File: src/rtl/sram_pkg.sv
// Shared definitions for the SRAM controller: FSM state encoding, bus widths,
// the SRAM window base address and the byte-to-word address helper.
package sram_pkg;

    localparam int SRAM_BASE_ADDR = 1024;
    localparam int SRAM_ADDR_W    = 18;
    localparam int SRAM_DATA_W    = 16;
    localparam int CPU_DATA_W     = 32;
    localparam int WORD_ADDR_W    = SRAM_ADDR_W - 1;

    typedef enum logic [1:0] {
        ST_IDLE = 2'd0,
        ST_LOW  = 2'd1,
        ST_HIGH = 2'd2,
        ST_DONE = 2'd3
    } state_t;

    // CPU byte address -> 32-bit word index inside the SRAM window.
    // Addresses below the base wrap around the 17-bit word space.
    function automatic logic [WORD_ADDR_W-1:0] word_addr(input logic [31:0] byte_addr);
        return WORD_ADDR_W'((byte_addr - 32'(SRAM_BASE_ADDR)) >> 2);
    endfunction

endpackage

File: src/rtl/sram_controller.sv
// SRAM controller: turns one 32-bit CPU word access into two 16-bit SRAM
// half-word cycles (low half first, then high half).
// Optional macro SRAM_WAIT_STATE_EN stretches each half-word phase to two
// clock cycles; without it every phase is a single cycle.
module sram_controller
    import sram_pkg::*;
(
    input  logic                   clk,
    input  logic                   rst,
    input  logic                   MEM_R_EN,
    input  logic                   MEM_W_EN,
    input  logic [31:0]            address,
    input  logic [CPU_DATA_W-1:0]  wdata,
    output logic [CPU_DATA_W-1:0]  rdata,
    output logic                   ready,
    output logic [SRAM_ADDR_W-1:0] SRAM_ADDR,
    input  logic [SRAM_DATA_W-1:0] SRAM_DQ_in,
    output logic [SRAM_DATA_W-1:0] SRAM_DQ_out,
    output logic                   SRAM_DQ_oe,
    output logic                   SRAM_WE_N
);

    state_t                  r_state;
    state_t                  w_state_next;
    logic [WORD_ADDR_W-1:0]  r_word_addr;
    logic [CPU_DATA_W-1:0]   r_wdata;
    logic                    r_is_write;
    logic [CPU_DATA_W-1:0]   r_rdata;
    logic                    w_req;
    logic                    w_phase_last;

    // A combined read+write request is treated as a write.
    assign w_req = MEM_R_EN | MEM_W_EN;

`ifdef SRAM_WAIT_STATE_EN
    logic r_wait;

    // Wait counter: toggles through the two cycles of each LOW/HIGH phase.
    always_ff @(posedge clk) begin
        if (rst) begin
            r_wait <= 1'b0;
        end else if ((r_state == ST_LOW) || (r_state == ST_HIGH)) begin
            r_wait <= ~r_wait;
        end else begin
            r_wait <= 1'b0;
        end
    end

    assign w_phase_last = r_wait;
`else
    assign w_phase_last = 1'b1;
`endif

    // State register.
    always_ff @(posedge clk) begin
        if (rst) begin
            r_state <= ST_IDLE;
        end else begin
            r_state <= w_state_next;
        end
    end

    // Next-state logic; DONE always returns to IDLE so a held request
    // cannot retrigger the access it just completed.
    always_comb begin
        w_state_next = r_state;
        case (r_state)
            ST_IDLE: if (w_req)        w_state_next = ST_LOW;
            ST_LOW:  if (w_phase_last) w_state_next = ST_HIGH;
            ST_HIGH: if (w_phase_last) w_state_next = ST_DONE;
            ST_DONE:                   w_state_next = ST_IDLE;
            default:                   w_state_next = ST_IDLE;
        endcase
    end

    // Output decode: bus address, write strobe and data drive per state.
    always_comb begin
        ready       = 1'b0;
        SRAM_ADDR   = '0;
        SRAM_DQ_out = '0;
        SRAM_DQ_oe  = 1'b0;
        SRAM_WE_N   = 1'b1;
        case (r_state)
            ST_IDLE: begin
                ready = ~w_req;
            end
            ST_LOW: begin
                SRAM_ADDR = {r_word_addr, 1'b0};
                if (r_is_write) begin
                    SRAM_DQ_out = r_wdata[SRAM_DATA_W-1:0];
                    SRAM_DQ_oe  = 1'b1;
                    SRAM_WE_N   = 1'b0;
                end
            end
            ST_HIGH: begin
                SRAM_ADDR = {r_word_addr, 1'b1};
                if (r_is_write) begin
                    SRAM_DQ_out = r_wdata[CPU_DATA_W-1:SRAM_DATA_W];
                    SRAM_DQ_oe  = 1'b1;
                    SRAM_WE_N   = 1'b0;
                end
            end
            ST_DONE: begin
                ready = 1'b1;
            end
            default: begin
                ready = 1'b0;
            end
        endcase
    end

    // Request capture: address, store data and direction are frozen at the
    // IDLE->LOW transition so the CPU may drop or change them mid-access.
    always_ff @(posedge clk) begin
        if (rst) begin
            r_word_addr <= '0;
            r_wdata     <= '0;
            r_is_write  <= 1'b0;
        end else if ((r_state == ST_IDLE) && w_req) begin
            r_word_addr <= word_addr(address);
            r_wdata     <= wdata;
            r_is_write  <= MEM_W_EN;
        end
    end

    // Read data capture at the end of each half-word phase; holds otherwise.
    always_ff @(posedge clk) begin
        if (rst) begin
            r_rdata <= '0;
        end else if (!r_is_write && w_phase_last) begin
            if (r_state == ST_LOW) begin
                r_rdata[SRAM_DATA_W-1:0] <= SRAM_DQ_in;
            end else if (r_state == ST_HIGH) begin
                r_rdata[CPU_DATA_W-1:SRAM_DATA_W] <= SRAM_DQ_in;
            end
        end
    end

    assign rdata = r_rdata;

endmodule

File: config.mk
export PLATFORM = sky130hd
export DESIGN_NAME = sram_controller
export DESIGN_NICKNAME = d
export VERILOG_FILES = /design/src/rtl/sram_pkg.sv /design/src/rtl/sram_controller.sv
export SDC_FILE = /design/constraint.sdc
export NUM_CORES = 1
export LEC_CHECK = 0
export ABC_CLOCK_PERIOD_IN_PS = 3800
export CORE_ASPECT_RATIO = 1.75
export CORE_MARGIN = 8
export CORE_UTILIZATION = 45
export DETAILED_ROUTE_END_ITERATION = 7
export GPL_ROUTABILITY_DRIVEN = 0
export PLACE_DENSITY = 0.95
export SETUP_SLACK_MARGIN = 0.5
export SLEW_MARGIN = 20
export SYNTH_ARGS = -nofsm -noshare
export SYNTH_HDL_FRONTEND = slang
export SYNTH_SLANG_ARGS = --single-unit
File: constraint.sdc
create_clock -name clk -period 3.8 [get_ports clk]
set_input_delay 0.76 -clock clk [delete_from_list [all_inputs] [get_ports clk]]
set_output_delay 0.76 -clock clk [all_outputs]
set_load 0.01 [all_outputs]
# ---- Word level (Yosys, flattened, before mapping)
# Index checks and enable logic that the tools add are counted.
dict set report word_totals {
  inputBits 84
  reg_bits 84
  elab_cells 31
  out_inout_bits 69
}
dict set report op_classes {
  muxes 11
  bitwise_logic 4
  reduce_logical 5
  add_sub_neg 1
  eq_ne 4
}
# operator n
set op_table {}
lappend op_table {{one-hot mux 18 bit (2 select lines)} 1}
lappend op_table {{2-to-1 mux 16 bit} 2}
lappend op_table {{one-hot mux 16 bit (2 select lines)} 1}
lappend op_table {{subtractor 19 x 11 -> 19 bit, second input constant} 1}
lappend op_table {{one-hot mux 2 bit (4 select lines)} 1}
lappend op_table {{== test 2 bit, second input constant} 2}
lappend op_table {{2-to-1 mux 1 bit} 4}
lappend op_table {{inverter 1 bit} 3}
lappend op_table {{AND reduction 3 bit} 1}
lappend op_table {{== test 2 x 1 -> 1 bit, second input constant} 1}
lappend op_table {{logical NOT 2 bit} 1}
lappend op_table {{2-to-1 mux 2 bit} 1}
lappend op_table {{inequality test 2 bit, second input constant} 1}
lappend op_table {{one-hot mux 1 bit (2 select lines)} 1}
lappend op_table {{AND reduction 2 bit} 1}
lappend op_table {{OR reduction 2 bit} 1}
lappend op_table {{logical AND 1 bit} 1}
lappend op_table {{OR 1 bit} 1}

# ---- Longest topological paths before layout
dict set report depth {
  ltp_word 3
  mapped_depth 8
}

# ---- Least setup slack after synthesis
# OpenSTA, ideal clock, no wires.
dict set report synth_path {
  path_type {register -> output}
  from {register r_state[0]}
  to {output SRAM_ADDR[11]}
  required_time_ns 3.040
  setup_slack_ns 1.605
  t_arrival_ns 1.435
  stages_incl_launch_ff 7
  path_cell_list {dfxtp_1 inv_1 ha_1 buf_2 o21a_1 clkbuf_1 and2_1}
}
dict set report synth_between {
  elab_chain_cells 2
  elab_cells_between_ends 3
  classes_between {eq/ne: 2; mux: 1}
}
# item line
set synth_rtl {}
lappend synth_rtl {{start: declaration} sram_controller.sv:23} ;# state_t r_state;
lappend synth_rtl {{start signal: assignment} sram_controller.sv:59} ;# r_state <= w_state_next;
lappend synth_rtl {{== test 2 bit or == test 2 x 1 -> 1 bit (tied branches)} sram_controller.sv:83} ;# case (r_state)
lappend synth_rtl {{one-hot mux 18 bit (2 select lines) (*)} sram_controller.sv:83}
lappend synth_rtl {{end: declaration} sram_controller.sv:16} ;# output logic [SRAM_ADDR_W-1:0] SRAM_ADDR,
# Mark *: on every way between the ends. The rest lies on a longest branch, timed or not.

# ---- Worst setup path in the final report
dict set report layout_path {
  from {input MEM_W_EN}
  to {output ready}
}
dict set report layout_between {
  elab_chain_cells 3
}
# item line
set layout_rtl {}
lappend layout_rtl {{start: declaration} sram_controller.sv:11} ;# input logic MEM_W_EN,
lappend layout_rtl {{OR 1 bit} sram_controller.sv:33} ;# assign w_req = MEM_R_EN | MEM_W_EN;
lappend layout_rtl {{inverter 1 bit} sram_controller.sv:85} ;# ready = ~w_req;
lappend layout_rtl {{one-hot mux 1 bit (2 select lines)} sram_controller.sv:83}
lappend layout_rtl {{end: declaration} sram_controller.sv:15} ;# output logic ready,
# No other way between the ends.

==> results.py <==
metrics = {
    "outcome": {
        "status": "completed",
    },
    "setup_path": {
        "reg2reg_from": "r_state[0]",
        "type_of_the_setup_path_with_the_least_slack": "in -> out",
        "r2r_cells": 6,
        "start_kind": "input pin",
        "crit_arrival_ps": 2390,
        "worstSetupEndpointType": "output port",
        "ff2ff_setup_slack_ps": 1500,
        "worstPathRequired_ps": 3040,
        "r2r_end": "rdata[16]",
        "path_max_fanout": 4,
    },
    "run": {
        "max_capacitance_violation_count": 0,
    },
    "clock_network": {
        "clock_insertion_delay_worst_skew_ps": 340,
        "cts-root-to-sink-buffers": 2,
        "clkSinkCount": 84,
        "worst_setup_hold_path_clk_slew_ps": 60,
        "cts_tree": "built",
        "postCtsSetupBuffers": 0,
        "htree_num_levels": 3,
        "numCtsBuffers": 9,
        "root_buffer_master": "sky130_fd_sc_hd__clkbuf_16",
    },
    "route": {
        "drt_drc_violations_left": 0,
        "detail_route.iter0.violations": 185,
        "detailroute.via_count": 3510,
        "vias_per_cell": 5.33,
        "drtPass1Iterations": 4,
        "drt-total-wl_um": 10700,
        "drt-wirelength-per-cell_um": 16.3,
        "route.antenna.remaining_nets": 0,
    },
    "sta": {
        "worstMarginPinSlew_ps": 1070,
        "max_slew_margin_pct": 28.2,
        "worst_clock_skew_ps": 5.10,
        "final-max-slew-violation-count": 0,
        "finalSetupTns_ps": 0,
        "timing.final.hold_violations": 0,
        "final.period_utilization_pct": 82.8,
        "setup_repair_after_global_routing_missed_its_margin": "false",
        "max_freq_mhz": 318,
        "post-route-min-period_ps": 3150,
        "setup_viol_count_final": 0,
    },
    "pwr": {
        "static-leakage-power_uw": 0.00185,
        "total_power_density_per_cell_area_nw_per_um2": 643,
        "vdd_drop_max_v": 0.000345,
    },
    "yosys": {
        "synth_edf_count": 0,
        "post-synth-top-area-cell": "sky130_fd_sc_hd__dfxtp_1",
        "synth_top_cells_by_count": "147 x sky130_fd_sc_hd__nand2_1, 84 x sky130_fd_sc_hd__dfxtp_1, 73 x sky130_fd_sc_hd__a21oi_1",
        "synthMostInstantiatedCell": "sky130_fd_sc_hd__nand2_1",
        "synth.area.top_cells": "sky130_fd_sc_hd__dfxtp_1 49%, sky130_fd_sc_hd__nand2_1 16%, sky130_fd_sc_hd__a21oi_1 11%, sky130_fd_sc_hd__a22oi_1 3.5%, sky130_fd_sc_hd__and2_1 3.1%",
        "synth.yosys.warnings": 0,
        "average_footprint_of_a_synthesized_cell_um2": 7.70,
        "ys_seq_area_share_pct": 49.1,
        "syn_inst": 445,
        "mappedNetlistArea_um2": 3430,
        "synth_cell_type_count": 28,
        "ys_seq_elements": 84,
        "asyncSetResetFlopFracSynth_pct": 0,
        "synth_largest_type_area_fraction_pct": 49.1,
        "synthesis.nets": 535,
        "synthFlopType": "sky130_fd_sc_hd__dfxtp_1",
    },
    "floorplan": {
        "num_rows": 42,
        "initial_utilization_pct": 45.9,
        "fp.coreArea_um2": 7460,
        "floorplan.die.width_um": 82.0,
        "floorplan.die.height_um": 131,
        "floorplan.die_area_um2": 10800,
        "total_i_o_pin_count": 153,
    },
    "finish": {
        "syn2layout_area_growth_pct": 49.6,
        "num-nets-final": 656,
        "fraction_of_layout_instances_using_a_drive_strength_above_1_pct": 4.90,
        "antenna_cells": 0,
        "final_cell_count_without_fillers": 659,
    },
    "global_routing": {
        "grt_pass1_wl_um": 17200,
        "grt_util_all_layers_pct": 20.0,
        "grt_antenna_before_repair": 0,
        "grt_start_max_net_pins": 47,
        "global_route.overflow_total": 0,
        "number_of_global_route_vias_before_repair": 3672,
    },
    "worst_hold_path": {
        "min-delay-start": "rdata[5]",
        "holdCritPathClass": "reg -> reg",
        "hold_path_depth": 2,
        "hold_path_end": "rdata[5]",
    },
    "placement": {
        "port_buffers": 137,
        "dp_cells": 643,
        "dp_hpwl_um": 7950,
    },
}
## final cells by class
type,count,area (µm²)
Inverter,5,18.8
Tap cell,88,110
Clock buffer,11,233
Clock inverter,5,52.6
Fill cell,599,2330
Multi-Input combinational cell,324,1630
Sequential cell,84,1680
Timing Repair Buffer,142,1400
## cell usage in the layout (no fill, tap or decap), drive strengths merged
cell type	n
a211oi	9
a21oi	73
a22oi	16
a311oi	1
and2	17
and4	3
buf	6
bufinv	1
clkbuf	11
clkdlybuf4s50	136
clkinv	3
clkinvlp	1
dfxtp	84
ha	6
inv	5
mux2i	1
nand2	147
nand2b	1
nor2	28
nor2b	1
nor3	3
nor3b	4
nor4	4
o21a	2
o21ai	1
o31ai	1
or3	1
or3b	1
or4	1
xnor2	3
## where the power goes
group          internal (µW)  total (µW)  switching [µW]
Combinational            518        1250             731
Clock                    505         835             330
Sequential              1100        1220             118
## flip-flops by register name, indices dropped and copies added, names as in the netlist
signal and cells:
r_state 2, r_is_write 1, r_wdata 32, r_word_addr 17, rdata 32
## critical path: stages
cell and delay (ps):
sky130_fd_sc_hd__clkdlybuf4s50_1 530, sky130_fd_sc_hd__nor3b_4 320, sky130_fd_sc_hd__nor2_1 70, sky130_fd_sc_hd__nor2_1 120, sky130_fd_sc_hd__clkdlybuf4s50_1 570
## kinds of logic after synthesis
logic type	share of synthesized area (%)
AND/OR/NAND/NOR	26.2
AO/OA/AOI/OAI	17.2
flip-flops	49.1
buffers and inverters	4.27
adder cells (fa/ha/maj)	2.19
XOR/XNOR	0.767
multiplexers	0.292
## layer usage
metal  vias up  wire [µm]  track usage, %
met5         -          0               0
li1       1720          -               -
met2       164       5420            33.8
met1      1607       4140            21.0
met4         0        238            10.9
met3        19        922            5.87
## repair_timing
| action | 4_1_cts | 5_1_grt |
|---|---|---|
| hold buffers | 0 | 0 |
| gates resized for setup | 1 | 3 |
| setup endpoints to repair | 1 | 32 |
## stage by stage
stage               hold WS [ps]  utilization, %  setup WS, ps  total power [µW]  area (µm²)
floorplan                    432               -          1610              1950        3430
global placement             437            64.7           565              2410        4830
detailed placement           449            64.7           464              2470        4830
CTS                          457            68.6           571              3310        5120
global route                 472            68.7           564              3510        5130
finish                       452            68.7           653              3300        5130
## worst max-delay path by stage
stage,endpoint,slack [ps],startpoint,cells past startpoint
2_1_floorplan,SRAM_ADDR[11],1610,r_state[0],6
6_report,ready,650,MEM_W_EN,5
5_1_grt,ready,560,MEM_W_EN,5
4_1_cts,SRAM_ADDR[17],570,r_state[1],6
3_5_place_dp,ready,460,MEM_W_EN,5
3_3_place_gp,ready,570,MEM_W_EN,5
Power figures use the tool's default switching activity.
